## src/rtl/sha1_pkg.sv

```systemverilog
// Shared SHA-1 constants, FSM state type and round helper functions.
package sha1_pkg;

  localparam logic [159:0] IV = 160'h67452301_efcdab89_98badcfe_10325476_c3d2e1f0;

  localparam logic [31:0] K [0:3] = '{32'h5a827999, 32'h6ed9eba1,
                                      32'h8f1bbcdc, 32'hca62c1d6};

  typedef enum logic [1:0] {IDLE, ROUND, DONE} state_t;

  // Rotate left by n (n in 0..31).
  function automatic logic [31:0] rotl(input logic [31:0] x, input int unsigned n);
    return (x << n) | (x >> (32 - n));
  endfunction

  // Round function: Ch, Parity, Maj, Parity over the four 20-round groups.
  function automatic logic [31:0] f_sel(input logic [6:0]  t,
                                        input logic [31:0] b,
                                        input logic [31:0] c,
                                        input logic [31:0] d);
    if (t < 7'd20)      return (b & c) | (~b & d);
    else if (t < 7'd40) return b ^ c ^ d;
    else if (t < 7'd60) return (b & c) | (b & d) | (c & d);
    else                return b ^ c ^ d;
  endfunction

  function automatic logic [31:0] k_sel(input logic [6:0] t);
    if (t < 7'd20)      return K[0];
    else if (t < 7'd40) return K[1];
    else if (t < 7'd60) return K[2];
    else                return K[3];
  endfunction

endpackage

```

## src/rtl/sha1_round.sv

```systemverilog
// One combinational SHA-1 round; chained UNROLL deep inside the core.
module sha1_round
  import sha1_pkg::*;
(
  input  logic [31:0] a,
  input  logic [31:0] b,
  input  logic [31:0] c,
  input  logic [31:0] d,
  input  logic [31:0] e,
  input  logic [31:0] w,
  input  logic [6:0]  t,
  output logic [31:0] a_n,
  output logic [31:0] b_n,
  output logic [31:0] c_n,
  output logic [31:0] d_n,
  output logic [31:0] e_n
);

  assign a_n = rotl(a, 5) + f_sel(t, b, c, d) + e + k_sel(t) + w;
  assign b_n = a;
  assign c_n = rotl(b, 30);
  assign d_n = c;
  assign e_n = d;

endmodule

```

## src/rtl/sha1_core_unrolled.sv

```systemverilog
// SHA-1 compression engine, UNROLL rounds per clock, valid/ready input,
// back-to-back acceptance in DONE and forwarded chaining value.
module sha1_core_unrolled
  import sha1_pkg::*;
#(
  parameter int UNROLL = 1
) (
  input  logic         clk,
  input  logic         rst,
  input  logic         in_valid,
  output logic         in_ready,
  input  logic [511:0] data_i,
  input  logic [159:0] cv_i,
  input  logic         use_prev_cv,
  output logic         busy,
  output logic         out_valid,
  output logic [159:0] cv_next
);

  localparam int NCYC = 80 / UNROLL;

  if (!(UNROLL == 1 || UNROLL == 2 || UNROLL == 4 || UNROLL == 5 ||
        UNROLL == 8 || UNROLL == 10 || UNROLL == 16)) begin : g_bad_unroll
    $error("sha1_core_unrolled: UNROLL must be one of 1,2,4,5,8,10,16");
  end

  state_t         state_q, state_d;
  logic [6:0]     rcnt_q;
  logic [6:0]     t_base;
  logic [31:0]    sched_q [0:15];
  logic [31:0]    ext     [0:15+UNROLL];
  logic [159:0]   abcde_q, cv_used_q, cv_next_q;
  logic [159:0]   sum, cv_sel, rnd_out;
  logic           accept;

  // Outputs depend only on state and rst, never on in_valid.
  assign in_ready  = !rst && (state_q != ROUND);
  assign busy      = !rst && (state_q == ROUND);
  assign out_valid = !rst && (state_q == DONE);
  assign cv_next   = cv_next_q;
  assign accept    = in_valid && in_ready;
  assign t_base    = rcnt_q * 7'(UNROLL);

  // A DONE-cycle accept chains from the sum being written, not stale cv_next.
  assign cv_sel = !use_prev_cv      ? cv_i :
                  (state_q == DONE) ? sum  : cv_next_q;

  // Extend the 16-word window by UNROLL freshly scheduled words.
  always_comb begin
    for (int i = 0; i < 16; i++) ext[i] = sched_q[i];
    for (int i = 16; i < 16 + UNROLL; i++)
      ext[i] = rotl(ext[i-3] ^ ext[i-8] ^ ext[i-14] ^ ext[i-16], 1);
  end

  // Five independent mod-2^32 feed-forward adds.
  always_comb begin
    sum = '0;
    for (int k = 0; k < 5; k++)
      sum[32*k +: 32] = cv_used_q[32*k +: 32] + abcde_q[32*k +: 32];
  end

  // Cascade of UNROLL rounds; round j of this cycle is t_base + j.
  for (genvar j = 0; j < UNROLL; j++) begin : g_rnd
    logic [159:0] st_in, st_out;
    logic [6:0]   t_j;
    if (j == 0) begin : g_first
      assign st_in = abcde_q;
    end else begin : g_next
      assign st_in = g_rnd[j-1].st_out;
    end
    assign t_j = t_base + 7'(j);
    sha1_round u_round (
      .a  (st_in[159:128]), .b  (st_in[127:96]), .c  (st_in[95:64]),
      .d  (st_in[63:32]),   .e  (st_in[31:0]),
      .w  (ext[j]),         .t  (t_j),
      .a_n(st_out[159:128]), .b_n(st_out[127:96]), .c_n(st_out[95:64]),
      .d_n(st_out[63:32]),   .e_n(st_out[31:0])
    );
  end
  assign rnd_out = g_rnd[UNROLL-1].st_out;

  // Next-state logic.
  always_comb begin
    state_d = state_q;
    case (state_q)
      IDLE:    if (accept) state_d = ROUND;
      ROUND:   if (rcnt_q == 7'(NCYC - 1)) state_d = DONE;
      DONE:    state_d = accept ? ROUND : IDLE;
      default: state_d = IDLE;
    endcase
  end

  // State, round counter, working variables, schedule and chaining registers.
  always_ff @(posedge clk) begin
    if (rst) begin
      state_q   <= IDLE;
      rcnt_q    <= '0;
      cv_next_q <= IV;
    end else begin
      state_q <= state_d;
      if (state_q == DONE) cv_next_q <= sum;
      if (accept) begin
        for (int i = 0; i < 16; i++) sched_q[i] <= data_i[511-32*i -: 32];
        cv_used_q <= cv_sel;
        abcde_q   <= cv_sel;
        rcnt_q    <= '0;
      end else if (state_q == ROUND) begin
        for (int i = 0; i < 16; i++) sched_q[i] <= ext[i+UNROLL];
        abcde_q <= rnd_out;
        rcnt_q  <= rcnt_q + 7'd1;
      end
    end
  end

endmodule
```

## config.mk

```make
export PLATFORM = sky130hd
export DESIGN_NAME = sha1_core_unrolled
export DESIGN_NICKNAME = d
export VERILOG_FILES = /design/src/rtl/sha1_pkg.sv /design/src/rtl/sha1_round.sv /design/src/rtl/sha1_core_unrolled.sv
export SDC_FILE = /design/constraint.sdc
export NUM_CORES = 2
export LEC_CHECK = 0
export ABC_AREA = 1
export BUFFER_PORTS_ARGS = -buffer_cell sky130_fd_sc_hd__buf_2
export CORE_ASPECT_RATIO = 0.6
export CORE_MARGIN = 2
export CORE_UTILIZATION = 25
export CTS_CLUSTER_SIZE = 40
export DETAILED_ROUTE_END_ITERATION = 16
export HOLD_SLACK_MARGIN = 0.12
export PLACE_DENSITY = 0.48
export SLEW_MARGIN = 10
export SYNTH_ARGS = -nofsm -noshare
export SYNTH_HDL_FRONTEND = slang
export SYNTH_HIERARCHICAL = 1
export SYNTH_SLANG_ARGS = --single-unit
```

## constraint.sdc

```tcl
create_clock -name clk -period 45.6 [get_ports clk]
set_input_delay 9.12 -clock clk [delete_from_list [all_inputs] [get_ports clk]]
set_output_delay 9.12 -clock clk [all_outputs]
set_load 0.03 [all_outputs]
```

# --- After elaboration in Yosys (flattened, before gate mapping) ---
# Memory sizes are Yosys's and may differ from the RTL's.
# Cells that the tools add are included.
totals:
  memories: 1
  ramBits: 512
  reg_bits: 489
  input_bits: 676
mem_list:
  columns: ["name", "depth", "word_bits", "rd", "rd_ports_with_merged_regs", "write_ports", "line", "text"]
  rows:
  - ["sched_q", 16, 32, 16, 0, 16, "sha1_core_unrolled.sv:30", "logic [31:0] sched_q [0:15];"]
op_classes:
  n_addsub: 10
  n_reduce_logical: 11
  order_cmp: 3
  n_bitwise: 33
  eq_ne: 6
  muxes: 37
op_table:
  columns: ["operator", "count"]
  rows:
  - ["$mux W32", 21]
  - ["$mux W160", 4]
  - ["$add A32 B32 Y32", 9]
  - ["$xor A32 B32 Y32", 5]
  - ["$and A32 B32 Y32", 4]
  - ["$or A32 B32 Y32", 3]
  - ["$not A32 Y32", 1]
  - ["$or A32 B1 Y32", 1]
  - ["$or A32 B30 Y32", 1]
  - ["$or A32 B5 Y32", 1]
  - ["$mux W31", 1]
  - ["$or A1 B1 Y1", 16]
  - ["$lt A7 B6 Y1 const B", 2]
  - ["$mux W1", 8]
  - ["$add A7 B1 Y7 const B", 1]
  - ["$eq A7 B7 Y1 const B", 1]
  - ["$lt A7 B5 Y1 const B", 1]
  - ["$pmux W2 S3", 1]
  - ["$reduce_and A2 Y1", 3]
  - ["$logic_and A1 B1 Y1", 4]
  - ["$mux W2", 2]
  - ["$ne A2 B2 Y1 const B", 2]
  - ["$eq A2 B1 Y1 const B", 1]
  - ["$eq A2 B2 Y1 const B", 1]
  - ["other kinds (6)", 6]

# --- Depth between registers and ports, before layout ---
depth:
  ltp_word: 12
  depth_mapped: 27
  mapped_depth_nobuf: 25

# --- Cells and area by module ---
# The synthesis kept the hierarchy.
by_module_without_submodules:
  columns: ["mod", "cells_per_inst", "area_each_um2", "instances"]
  rows:
  - ["sha1_core_unrolled", 6885, 54825.1, 1]
  - ["sha1_round", 954, 7315.8, 1]

# --- Worst setup path before layout ---
# OpenSTA, ideal clock, no wires.
synth_path:
  kind: "input port to flip-flop"
  from: "input port rst"
  to: "memory sched_q[0][0] (enable)"
  setup_time_ns: 3.683
  setup_slack_ns: 24.094
  stages: 4
  path_buffers: 1
  required_time_ns: 41.917
  arrival_ns: 17.823
  path_cell_list: "nor2_4 -> inv_2 -> clkbuf_1 -> nand2_1"
synth_lines:
  columns: ["element", "line", "text"]
  rows:
  - ["start, declared", "sha1_core_unrolled.sv:9", "input logic rst,"]
  - ["end, declared", "sha1_core_unrolled.sv:30", null]

# --- Worst setup path after layout ---
layout_path:
  from: "input port rst"
  to: "output port out_valid"
layout_between:
  elab_chain_len: 2
layout_rtl:
  columns: ["element", "line", "text"]
  rows:
  - ["$logic_not A1 Y1", "sha1_core_unrolled.sv:39", "assign out_valid = !rst && (state_q == DONE);"]
  - ["$logic_and A1 B1 Y1", "sha1_core_unrolled.sv:39", null]
  - ["end, declared", "sha1_core_unrolled.sv:16", "output logic out_valid,"]
# Every way passes these cells.

==> flow_metrics.py <==
metrics = {
    "status": {
        "outcome": "completed",
    },
    "synthesis": {
        "synth_area_leaders": "edfxtp_1, nand2_1, dfxtp_1",
        "synth_fp_nets": 8833,
        "synth.largest_area_cell": "edfxtp_1",
        "ys_seq_area_frac": 0.456,
        "syn_inst": 7839,
        "yosysWarningCount": 6,
        "synth_top_flop_cell": "edfxtp_1",
        "synth_area_per_cell_sq_um": 7.93,
        "yosysTopAreaCellShare": 0.402,
        "synth_edf_count": 832,
        "netlist_area_sq_um": 62100,
        "ys_types": 46,
        "ys_ff_latch": 1001,
        "async_flop_share": 0,
    },
    "clock_tree": {
        "cts_hold_buffers": 0,
        "numCtsBuffers": 110,
        "htreeDepth": 3,
        "post_cts_buffers": 0,
        "cts_tree": "built",
        "cts.root.buffer_cell": "clkbuf_16",
        "cts.sinks": 1001,
        "clock_path_buffers": 3,
        "ctsResizeCount": 0,
        "clock_insertion_delay_worst_skew_ns": 0.77,
        "clkTransAtPathRegs_ns": 0.06,
    },
    "final_layout": {
        "final_common_cell": "nand2_1",
        "final_cell_area_sq_um": 72500,
        "layout.nets": 9468,
        "area_growth_pct": 16.8,
        "drive_gt1_frac": 0.155,
        "most-common-layout-cells": "nand2_1, inv_1, buf_2, edfxtp_1, nand3_1",
        "layout.cells.non_filler": 11888,
    },
    "global_routing": {
        "first_global_vias": 51381,
        "track_usage": 0.210,
        "grt_pass1_wl_um": 379000,
        "grt_max_degree": 198,
        "grt_overflow": 0,
        "antenna_found_initial": 66,
    },
    "sta": {
        "rsz0062_at_grt": "no",
        "layout_setup_ws_ns": 26.35,
        "slew_violations": 0,
        "setup_viol": 0,
        "slew_headroom": 0.292,
        "fin_crit_sh": 0.422,
        "layout_min_cycle_time_ns": 19.25,
        "max_freq_mhz": 51.9,
        "final.setup.tns_ns": 0,
        "clock_skew_ns": 0.0620,
        "worstMarginPinSlew_ns": 1.06,
        "finalHoldWorstSlack_ns": 0.477,
        "hold_violations": 0,
    },
    "placed_design": {
        "dpl.cell_count": 11651,
        "dp_slack_ns": 26.35,
        "portBuffers": 838,
        "hpwlAfterDp_um": 217000,
        "place_area_sq_um": 68800,
        "gp_congestion": 0.932,
    },
    "floorplan": {
        "core.rowCount": 141,
        "coreArea_sq_um": 247000,
        "initial_core_util": 0.252,
        "ios": 839,
        "die-area_sq_um": 253000,
        "die_h_um": 390,
        "die_w_um": 648,
    },
    "setup_path": {
        "path_class": "in -> out",
        "crit_path_end_kind": "output port",
        "r2r-start": "rcnt_q[4]",
        "cp_data_required_time_ns": 36.48,
        "worstPathArrival_ns": 10.13,
        "r2r_cells": 20,
        "startpoint": "rst",
        "r2r_slack_ns": 40.06,
        "worstPathMaxFanout": 22,
        "r2r-end": "abcde_q[143]",
        "start_kind": "input port",
        "crit_path_end": "out_valid",
    },
    "flow_run": {
        "maxCapViolCount": 0,
    },
    "route": {
        "ant_nets": 0,
        "wl_um": 274000,
        "wl_per_cell_um": 23.1,
        "viasPerCell": 4.60,
        "dr_total_vias": 54742,
        "drt-initial-drc-count": 5919,
        "dr.pass1.iters": 10,
        "drcViolationCount": 0,
    },
    "pwr": {
        "p_comb_frac": 0.434,
        "switching_share": 0.450,
        "power_frac_seq": 0.327,
        "power_density_nw_per_um2": 54.3,
        "ir_drop_mv": 0.0415,
        "switching_power_mw": 1.77,
        "leakagePower_nw": 34.4,
        "internal_power_mw": 2.17,
        "p_clk_frac": 0.239,
    },
    "hold_path": {
        "hold_class": "reg -> reg",
    },
}
-- per-layer routing --
metal	wire length (um)	up-vias	share of wire	global-route usage
met5	82	-	0.00030	0.00324
met4	6220	12	0.023	0.0489
met3	22600	289	0.082	0.0445
met2	111000	1966	0.41	0.295
met1	134000	26412	0.49	0.322
li1	-	26063	-	-
-- worst max-delay path: stages --
cell and delay [ns]:
buf_4 0.16, buf_4 0.44, nor2_1 0.10, buf_2 0.20
-- power groups by stage --
stage	Clock, mW	Sequential (mW)	Combinational, mW
after floorplan	0	1.22	1.07
after global placement	0	1.30	1.65
after detailed placement	0	1.30	1.64
after CTS	0.963	1.28	1.65
after global routing	0.996	1.29	1.86
final	0.940	1.29	1.71
-- sequential cells by signal, indices dropped and copies added, names as in the netlist --
name       cells
cv_used_q    160
abcde_q      160
cv_next      160
sched_q      512
rcnt_q         7
state_q        2
-- cells by family after synthesis --
family,Yosys count,share of synthesized area
AO/OA/AOI/OAI,448,0.0436
XOR/XNOR,131,0.0185
AND/OR/NAND/NOR,4676,0.311
multiplexers,36,0.00580
buffers and inverters,1229,0.0868
flip-flops,1001,0.456
adder cells (fa/ha/maj),318,0.0782
-- cell usage after synthesis (11+ instances only) --
master,n
xnor2_1,108
edfxtp_1,832
o21a_1,20
and2_1,98
o21ai_0,108
or2_2,131
inv_2,17
nor2_1,306
a21oi_1,188
nand2_1,3447
buf_4,140
o22ai_2,19
fa_1,117
buf_2,157
o21bai_1,22
ha_1,201
o211ai_1,18
clkbuf_1,63
inv_1,838
xor2_1,23
nand3_2,15
a21o_1,11
nand3_1,538
a31oi_1,11
nand4_1,17
nor2_2,12
mux2i_1,36
nor3_1,21
or2_1,16
a21oi_2,20
nand3b_1,17
nand2_2,36
o21ai_1,19
dfxtp_1,169
-- final cells by class --
cell class	instances	area, sq um
diodes	31	77.6
clock buffers	134	2880
clock inverters	72	776
fillers	26778	174000
inverters	856	3230
multi-input cells	5609	28400
flip-flops and latches	1001	28400
well taps	3289	4120
repair buffers	896	4690
-- per-stage QoR --
| step | total power, mW | utilization |
|---|---|---|
| 5_1_grt | 4.15 | 0.294 |
| 4_1_cts | 3.90 | 0.294 |
| 6_report | 3.94 | 0.294 |
| 3_3_place_gp | 2.95 | 0.279 |
| 3_5_place_dp | 2.94 | 0.279 |
| 2_1_floorplan | 2.30 | - |
-- worst min path at each step --
stage          cells after the start    startpoint  slack, ns            to
3_5_place_dp                       1    state_q[0]       0.47    state_q[0]
6_report                           1    state_q[0]       0.48    state_q[0]
3_3_place_gp                       2  cv_next[128]       0.47  cv_next[128]
5_1_grt                            1    state_q[0]       0.50    state_q[0]
4_1_cts                            1    state_q[0]       0.48    state_q[0]
2_1_floorplan                      1    state_q[0]       0.45    state_q[0]
Note: power is estimated with default switching activity, not from simulation.
